`src/rtl/lc3b_mem_pkg.sv`:
```
// Shared definitions for the LC-3b memory access stage.
// Contents: access FSM state type, DATA_SIZE / R_W encodings,
// byte-lane write-enable codes and the byte sign-extend helper
// that the datapath SEXT logic also uses.
package lc3b_mem_pkg;

    typedef enum logic [1:0] {
        IDLE = 2'd0,
        REQ  = 2'd1,
        DONE = 2'd2
    } mau_state_t;

    localparam logic SIZE_BYTE = 1'b0;
    localparam logic SIZE_WORD = 1'b1;

    localparam logic RW_READ  = 1'b0;
    localparam logic RW_WRITE = 1'b1;

    localparam logic [1:0] WE_NONE = 2'b00;
    localparam logic [1:0] WE_LO   = 2'b01;
    localparam logic [1:0] WE_HI   = 2'b10;
    localparam logic [1:0] WE_BOTH = 2'b11;

    // Width of the REQ-cycle timeout counter (TIMEOUT_CYCLES <= 255).
    localparam int unsigned CNT_W = 8;

    function automatic logic [15:0] sext8(input logic [7:0] b);
        return {{8{b[7]}}, b};
    endfunction

endpackage

```
`src/rtl/mdr_byte_select.sv`:
```
// Byte-lane steering for the memory access stage.
// Ports:
//   mdr        in  16  memory data register
//   mar_lsb    in  1   MAR[0], selects the high byte for byte accesses
//   size_sel   in  1   latched access size (SIZE_BYTE / SIZE_WORD)
//   rw         in  1   latched direction (RW_READ / RW_WRITE)
//   req_active in  1   high while the memory request is outstanding
//   mdr_bus    out 16  MDR value presented to GateMDR (byte-selected, sign-extended)
//   mem_we     out 2   byte-lane write enables
module mdr_byte_select
    import lc3b_mem_pkg::*;
(
    input  logic [15:0] mdr,
    input  logic        mar_lsb,
    input  logic        size_sel,
    input  logic        rw,
    input  logic        req_active,
    output logic [15:0] mdr_bus,
    output logic [1:0]  mem_we
);

    always_comb begin
        mdr_bus = mdr;
        if (size_sel == SIZE_BYTE) begin
            mdr_bus = mar_lsb ? sext8(mdr[15:8]) : sext8(mdr[7:0]);
        end
    end

    always_comb begin
        mem_we = WE_NONE;
        if (req_active && (rw == RW_WRITE)) begin
            if (size_sel == SIZE_WORD) begin
                mem_we = WE_BOTH;
            end else if (mar_lsb) begin
                mem_we = WE_HI;
            end else begin
                mem_we = WE_LO;
            end
        end
    end

endmodule

```
`src/rtl/mem_access_unit.sv`:
```
// LC-3b memory access stage: MAR/MDR registers, memory handshake FSM,
// ready bit R for the control store, unaligned-word and timeout flags.
// Ports:
//   CLK, RESET_N         clock, asynchronous active-low reset
//   ADDR, LD_MAR         effective address and MAR load
//   BUS, LD_MDR          datapath bus and MDR load (store data)
//   MIO_EN, R_W          start access, direction (0 read, 1 write)
//   DATA_SIZE            0 byte, 1 word
//   MEM_RDATA, MEM_READY memory read data and completion
//   MEM_ADDR, MEM_WDATA  memory address (MAR) and write data (MDR)
//   MEM_WE, MEM_REQ      byte-lane write enables and request
//   R, UNALIGNED, TIMEOUT one-cycle completion pulse and its qualifiers
//   MAR, MDR_BUS         MAR value and GateMDR value
module mem_access_unit
    import lc3b_mem_pkg::*;
#(
    parameter int unsigned TIMEOUT_CYCLES = 16
) (
    input  logic        CLK,
    input  logic        RESET_N,
    input  logic [15:0] ADDR,
    input  logic        LD_MAR,
    input  logic        LD_MDR,
    input  logic [15:0] BUS,
    input  logic        MIO_EN,
    input  logic        R_W,
    input  logic        DATA_SIZE,
    input  logic [15:0] MEM_RDATA,
    input  logic        MEM_READY,
    output logic [15:0] MEM_ADDR,
    output logic [15:0] MEM_WDATA,
    output logic [1:0]  MEM_WE,
    output logic        MEM_REQ,
    output logic        R,
    output logic        UNALIGNED,
    output logic        TIMEOUT,
    output logic [15:0] MAR,
    output logic [15:0] MDR_BUS
);

    localparam logic [CNT_W-1:0] TMO_LIMIT = CNT_W'(TIMEOUT_CYCLES);

    mau_state_t       state_q, state_d;
    logic [15:0]      mar_q, mar_d;
    logic [15:0]      mdr_q, mdr_d;
    logic             rw_q, rw_d;
    logic             size_q, size_d;
    logic [CNT_W-1:0] cnt_q, cnt_d;
    logic             r_q, unal_q, tmo_q;
    logic             unal_d, tmo_d;

    always_ff @(posedge CLK or negedge RESET_N) begin
        if (!RESET_N) begin
            state_q <= IDLE;
            mar_q   <= '0;
            mdr_q   <= '0;
            rw_q    <= RW_READ;
            size_q  <= SIZE_WORD;
            cnt_q   <= '0;
            r_q     <= 1'b0;
            unal_q  <= 1'b0;
            tmo_q   <= 1'b0;
        end else begin
            state_q <= state_d;
            mar_q   <= mar_d;
            mdr_q   <= mdr_d;
            rw_q    <= rw_d;
            size_q  <= size_d;
            cnt_q   <= cnt_d;
            r_q     <= (state_d == DONE);
            unal_q  <= unal_d;
            tmo_q   <= tmo_d;
        end
    end

    always_comb begin
        state_d = state_q;
        mar_d   = mar_q;
        mdr_d   = mdr_q;
        rw_d    = rw_q;
        size_d  = size_q;
        cnt_d   = cnt_q;
        unal_d  = 1'b0;
        tmo_d   = 1'b0;

        unique case (state_q)
            IDLE: begin
                if (LD_MAR) begin
                    mar_d = ADDR;
                end
                if (LD_MDR) begin
                    // Byte stores replicate the low byte so either lane carries it.
                    mdr_d = (DATA_SIZE == SIZE_WORD) ? BUS : {BUS[7:0], BUS[7:0]};
                end
                if (MIO_EN) begin
                    rw_d   = R_W;
                    size_d = DATA_SIZE;
                    cnt_d  = '0;
                    if ((DATA_SIZE == SIZE_WORD) && mar_q[0]) begin
                        state_d = DONE;
                        unal_d  = 1'b1;
                    end else begin
                        state_d = REQ;
                    end
                end
            end
            REQ: begin
                // Ready wins over timeout in the final allowed cycle.
                if (MEM_READY) begin
                    state_d = DONE;
                    if (rw_q == RW_READ) begin
                        mdr_d = MEM_RDATA;
                    end
                end else if (cnt_q == TMO_LIMIT) begin
                    state_d = DONE;
                    tmo_d   = 1'b1;
                end else begin
                    cnt_d = cnt_q + 1'b1;
                end
            end
            DONE: begin
                state_d = IDLE;
            end
            default: begin
                state_d = IDLE;
            end
        endcase
    end

    mdr_byte_select u_byte_select (
        .mdr        (mdr_q),
        .mar_lsb    (mar_q[0]),
        .size_sel   (size_q),
        .rw         (rw_q),
        .req_active (state_q == REQ),
        .mdr_bus    (MDR_BUS),
        .mem_we     (MEM_WE)
    );

    assign MEM_REQ   = (state_q == REQ);
    assign MEM_ADDR  = mar_q;
    assign MEM_WDATA = mdr_q;
    assign MAR       = mar_q;
    assign R         = r_q;
    assign UNALIGNED = unal_q;
    assign TIMEOUT   = tmo_q;

endmodule

```
`config.mk`:
```
export PLATFORM = sky130hd
export DESIGN_NAME = mem_access_unit
export DESIGN_NICKNAME = d
export VERILOG_FILES = /design/src/rtl/lc3b_mem_pkg.sv /design/src/rtl/mdr_byte_select.sv /design/src/rtl/mem_access_unit.sv
export SDC_FILE = /design/constraint.sdc
export NUM_CORES = 1
export LEC_CHECK = 0
export ABC_AREA = 0
export CAP_MARGIN = 20
export CORE_MARGIN = 3
export CORE_UTILIZATION = 36
export CTS_CLUSTER_DIAMETER = 50
export DETAILED_ROUTE_END_ITERATION = 12
export PLACE_DENSITY = 0.8
export SETUP_SLACK_MARGIN = 0.3
export SKIP_LAST_GASP = 1
export SLEW_MARGIN = 10
export SYNTH_ARGS = -nofsm -noshare
export SYNTH_HDL_FRONTEND = slang
export SYNTH_SLANG_ARGS = --single-unit
```
`constraint.sdc`:
```
create_clock -name CLK -period 1.7 [get_ports CLK]
set_clock_uncertainty 0.1 [all_clocks]
set_input_delay 0.34 -clock CLK [delete_from_list [all_inputs] [get_ports CLK]]
set_output_delay 0.34 -clock CLK [all_outputs]
set_load 0.1 [all_outputs]
```
==> results of run 1 <==
cells in the mapped netlist (2+ instances only):
| cell | number | area share |
|---|---|---|
| nor4_1 | 2 | 0.0050 |
| dfrtp_1 | 46 | 0.46 |
| nand2_1 | 29 | 0.044 |
| clkbuf_1 | 2 | 0.0030 |
| and3_1 | 2 | 0.0050 |
| mux2i_1 | 9 | 0.036 |
| nand3_1 | 5 | 0.010 |
| nor2_1 | 24 | 0.036 |
| a31oi_1 | 10 | 0.025 |
| inv_1 | 4 | 0.0060 |
| xnor2_1 | 3 | 0.011 |
| ha_1 | 2 | 0.010 |
| o21ai_0 | 9 | 0.018 |
| buf_4 | 18 | 0.054 |
| o21bai_1 | 2 | 0.0060 |
| buf_2 | 6 | 0.012 |
| a21o_1 | 9 | 0.027 |
| a21oi_1 | 12 | 0.024 |
| nor3b_2 | 2 | 0.010 |
| buf_1 | 3 | 0.0045 |
| nand2b_1 | 3 | 0.0075 |
| nor3_1 | 3 | 0.0060 |
| mux2_2 | 27 | 0.12 |
layer usage:
layer / global-route usage / vias up
met3: 0.0525 / 39
met1: 0.242 / 1315
met2: 0.407 / 156
met4: 0.0704 / 0
li1: - / 1128
met5: 0 / -
tightest hold or removal path: stages:
cell           delay [ns]
dlygate4sd3_1        0.52
buf_2                0.12
buf_12               0.25
flip-flops by register name (all words and copies together), names as in the netlist:
name,flops
UNALIGNED,1
size_q,1
rw_q,1
MEM_WDATA,16
state_q,2
MAR,16
R,1
cnt_q,8
TIMEOUT,1
cell type report:
class | instances | share of cell area
clock buffers | 6 | 0.0134
clock inverters | 2 | 0.00231
inverters | 4 | 0.00323
multi-input cells | 165 | 0.291
flip-flops and latches | 47 | 0.233
well taps | 77 | 0.0178
repair buffers | 170 | 0.439
path summary, 6_finish.rpt:
path	endpoint	depth (start not counted)	startpoint	slack, ns
setup reg to reg	state_q[0]	7	cnt_q[0]	-0.06
min in group CLK	MEM_WDATA[0]	3	MEM_RDATA[0]	0.51
setup / recovery	MDR_BUS[9]	4	MAR[0]	-0.37
hold reg to reg	MEM_WDATA[14]	2	MEM_WDATA[14]	0.51
hold / removal	MEM_WDATA[5]	3	RESET_N	0.42
max in group asynchronous	size_q	3	RESET_N	0.80
what timing repair did:
item | in CTS | in global routing
pin swaps | 6 | 24
cloned | 1 | 1
endpoints found under the setup margin | 96 | 107
hold endpoints to repair | 46 | 0
hold buffers | 1 | 0
buffers inserted | 10 | 10
gates resized for setup | 36 | 74
through the flow:
stage / hold WS, ns / utilization
2_1_floorplan: -0.0556 / -
3_3_place_gp: 0.242 / 0.727
3_5_place_dp: 0.241 / 0.727
4_1_cts: 0.446 / 0.776
5_1_grt: 0.464 / 0.831
6_report: 0.420 / 0.831
kinds of logic after synthesis:
family | count (synthesis) | share of synthesized area
multiplexers | 36 | 0.158
XOR/XNOR | 3 | 0.0105
flip-flops | 47 | 0.472
buffers and inverters | 34 | 0.0818
AO/OA/AOI/OAI | 48 | 0.125
AND/OR/NAND/NOR | 74 | 0.142
adder cells (fa/ha/maj) | 2 | 0.0100
placed cells by master (no fill, tap or decap), types with 2 or more instances in the layout:
cell type / count
clkbuf_8: 5
nor2_1: 10
buf_12: 72
nand2_1: 20
xnor2_1: 2
and3_4: 2
o21ai_1: 6
mux2_4: 27
a21oi_1: 10
dfrtp_4: 17
nor4_4: 2
a21o_2: 2
buf_6: 15
nand2b_4: 4
clkdlybuf4s50_1: 53
a31oi_1: 9
nand2_2: 8
o21bai_1: 2
nand3_1: 4
inv_2: 2
dfrtp_2: 18
o21ai_2: 3
buf_8: 2
a21oi_4: 2
nor2_4: 6
dfrtp_1: 11
mux2i_1: 8
buf_4: 25
nor2_2: 8
a21o_4: 7
==> results.yml, run 1 <==
final_layout:
  seq_area_um2: 1260
  final_cell_area_um2: 5430
  fin_cells: 471
  diodes: 0
  drive_above_1_share: 0.629
  areaGrowthSynthToFinish_pct: 118
  layout.nets: 451
  nFillCells: 278
  multi_input_area_um2: 1580
min_path:
  hold_path_class: "input port to asynchronous set/reset pin"
clock_tree:
  cts-root-buf: "clkbuf_8"
  clock_sinks: 47
  clock_latency_ns: 0.32
  htree_num_levels: 2
  clk_path_buf_depth: 2
  cts_tree: "yes"
  numCtsBuffers: 5
  path_clk_slew_ns: 0.10
run_status:
  failed_checks: "negative setup slack"
  outcome: "complete, but fails checks"
drt:
  wl_met1_um: 3740
  drt-initial-drc-count: 189
  dr.pass1.iters: 5
  drc_errors: 0
  vias: 2638
  wirelength_um: 10800
  route.met2.wl_um: 5770
  drt-vias-per-instance: 5.60
  highest_layer: "met4"
  ant_nets: 0
  wl_met3_um: 787
  drt-wirelength-per-cell_um: 22.8
synthesis:
  syn_inst: 244
  seq_area_frac_synth: 0.472
  syn_area_per_cell_um2: 10.2
  synth_nets: 302
  yosysWarnings: 0
  synth_edf_count: 0
  syn-cell-area_um2: 2490
  ys.flop_type: "dfrtp_1"
  ys_ff_latch: 47
  synth_cell_types: 35
  async_flop_share: 1.00
grt:
  antenna_found_initial: 0
  grt_max_degree: 48
  grt_pass1_wl_um: 13200
  track_usage: 0.218
  grt_pass1_vias: 2541
  grt-ovfl-total: 0
place:
  io_buffers: 125
  dp_slack_ns: -0.167
  dp_hpwl_um: 6240
  gp_congestion: 0.815
  place_area_um2: 4750
  placedCellCount: 440
timing:
  hold_violations: 0
  rsz0062_at_grt: "true"
  fin_ws_ns: -0.371
  max_freq_mhz: 483
  post-route-period-util: 1.22
  worst_slew_pin_slew_ns: 0.317
  drv_slew: 0
  max_slew_margin: 0.788
  period_minus_slack_ns: 2.07
  fin_setup_tns_ns: -6.05
  setup_violations: 23
die:
  dieArea_um2: 7960
  die_w_um: 89.2
  io_pins: 126
  initial_core_util: 0.382
  core_um2: 6530
  die_y_um: 89.2
  row_count: 29
setup_path:
  max_stage_delay_ns: 0.48
  startpoint_type: "flop"
  path_buf_inv: 1
  crit_fanout: 7
  cpMaxStageDelayCell: "dfrtp_2"
  worstPathRequired_ns: 1.26
  path_delay_family: "flip-flops"
  critPathCaptureType: "primary output"
  cp_cell_sequence: "mux2i_4 -> nor2_4 -> a21o_2 -> buf_12"
  critPathArrivalTime_ns: 1.63
  path_class: "flop to primary output"
run:
  maxCapViolCount: 0
Power of run 1 is not shown: default switching activity piles up to over one toggle a cycle in this logic, so the estimate is an artifact.
==> run 2: changes to the inputs <==
- CTS_BUF_LIST: unset -> sky130_fd_sc_hd__clkbuf_4 sky130_fd_sc_hd__clkbuf_8 sky130_fd_sc_hd__clkbuf_16
==> run 2 against run 1 <==
Net effect:
- the run still ends with negative setup slack left
- core utilization fell by 0.19 points
- critical endpoint is now MDR_BUS[2]
- first-iteration DRC count decreased by 7.9%
- global-route usage is 0.058 points higher
- critical path depth did not move
- worst setup slack better by 0.0049 ns
- critical path type unchanged
- fmax grew 0.24%
- sequential cell count did not move
- sequential share of layout area increased by 0.054 points
- largest cell class unchanged
- routed wire length is 1.3% higher
==> results.yml, run 2 (same netlist as run 1, synthesis figures left out) <==
run_status:
  outcome: "complete, but fails checks"
  failed_checks: "negative setup slack"
place:
  io_buffers: 125
  gp_congestion: 0.815
  dp_hpwl_um: 6240
  place_area_um2: 4750
  dp_slack_ns: -0.167
clock_tree:
  cts_tree: "yes"
  clock_latency_ns: 0.32
  cts-root-buf: "clkbuf_8"
  htree_num_levels: 2
  clock_sinks: 47
  numCtsBuffers: 5
  clk_path_buf_depth: 2
  path_clk_slew_ns: 0.10
setup_path:
  r2r_cells: 7
  worstPathRequired_ns: 1.26
  crit_fanout: 5
  critPathCaptureType: "primary output"
  path_class: "flop to primary output"
  critPathArrivalTime_ns: 1.63
  r2r_start: "cnt_q[0]"
  crit_start: "MAR[0]"
  startpoint_type: "flop"
grt:
  grt-ovfl-total: 0
  grt_max_degree: 48
  grt_pass1_wl_um: 13200
  track_usage: 0.219
  antenna_found_initial: 1
  grt_pass1_vias: 2544
drt:
  drc_errors: 0
  ant_nets: 0
  dr.pass1.iters: 4
  wirelength_um: 10900
  drt-initial-drc-count: 174
  vias: 2595
  drt-vias-per-instance: 5.51
  drt-wirelength-per-cell_um: 23.1
timing:
  hold_violations: 0
  max_freq_mhz: 484
  drv_slew: 0
  setup_violations: 22
  max_slew_margin: 0.791
  whs_ns: 0.417
  period_minus_slack_ns: 2.07
  fin_ws_ns: -0.366
  rsz0062_at_grt: "true"
  worst_slew_pin_slew_ns: 0.313
  post-route-period-util: 1.22
final_layout:
  diodes: 0
  layout_common_cells: "72 x buf_12, 53 x clkdlybuf4s50_1, 27 x mux2_4"
  drive_above_1_share: 0.629
  layout.nets: 451
  final_common_cell: "buf_12"
  areaGrowthSynthToFinish_pct: 117
  final_cell_area_um2: 5410
run:
  maxCapViolCount: 0
min_path:
  hold_path_class: "input port to asynchronous set/reset pin"
die:
  io_pins: 126
  die_w_um: 89.2
  die_y_um: 89.2
  core_um2: 6530
  dieArea_um2: 7960
  row_count: 29
  initial_core_util: 0.382
-- run 2: timing repair --
item	4_1_cts	5_1_grt
gates resized for setup	36	71
buffers inserted	10	10
hold buffers	1	0
endpoints found under the setup margin	96	107
endpoints found under the hold margin	46	0
pin swaps	6	24
gates cloned	1	1
-- run 2: final timing paths --
kind,slack [ns],end
setup / recovery,-0.37,MDR_BUS[2]
hold / removal,0.42,MEM_WDATA[2]
min in group CLK,0.48,MEM_WDATA[3]
max in group asynchronous,0.81,size_q
hold reg to reg,0.51,MEM_WDATA[14]
setup reg to reg,-0.11,state_q[0]
-- run 2: through the flow --
step	TNS, ns	cells	utilization
floorplan	-1.58	244	-
global placement	-2.57	440	0.727
detailed placement	-4.53	440	0.727
CTS	-5.30	460	0.776
global route	-6.89	471	0.829
finish	-6.00	471	0.829
-- run 2: critical path: stages, from the launching register on --
cell      delay [ns]
dfrtp_2         0.48
buf_4           0.17
nand2b_4        0.13
mux2_4          0.35
buf_12          0.17
-- run 2: area by class of cell --
type                    instances  area, um^2
clock buffers                   6        76.3
clock inverters                 2        12.5
fillers                       290        1120
inverters                       4        17.5
multi-input cells             165        1570
flip-flops and latches         47        1260
well taps                      77        96.3
repair buffers                170        2380
-- run 2: metal layers --
metal  vias to the layer above  part of all wire  global-route usage
met5                         -            0.0018                   0
met4                         2             0.034              0.0717
met3                        37             0.067              0.0525
met2                       128              0.55               0.408
met1                      1303              0.34               0.242
li1                       1125                 -                   -
Power of run 2 is left out for the same reason.
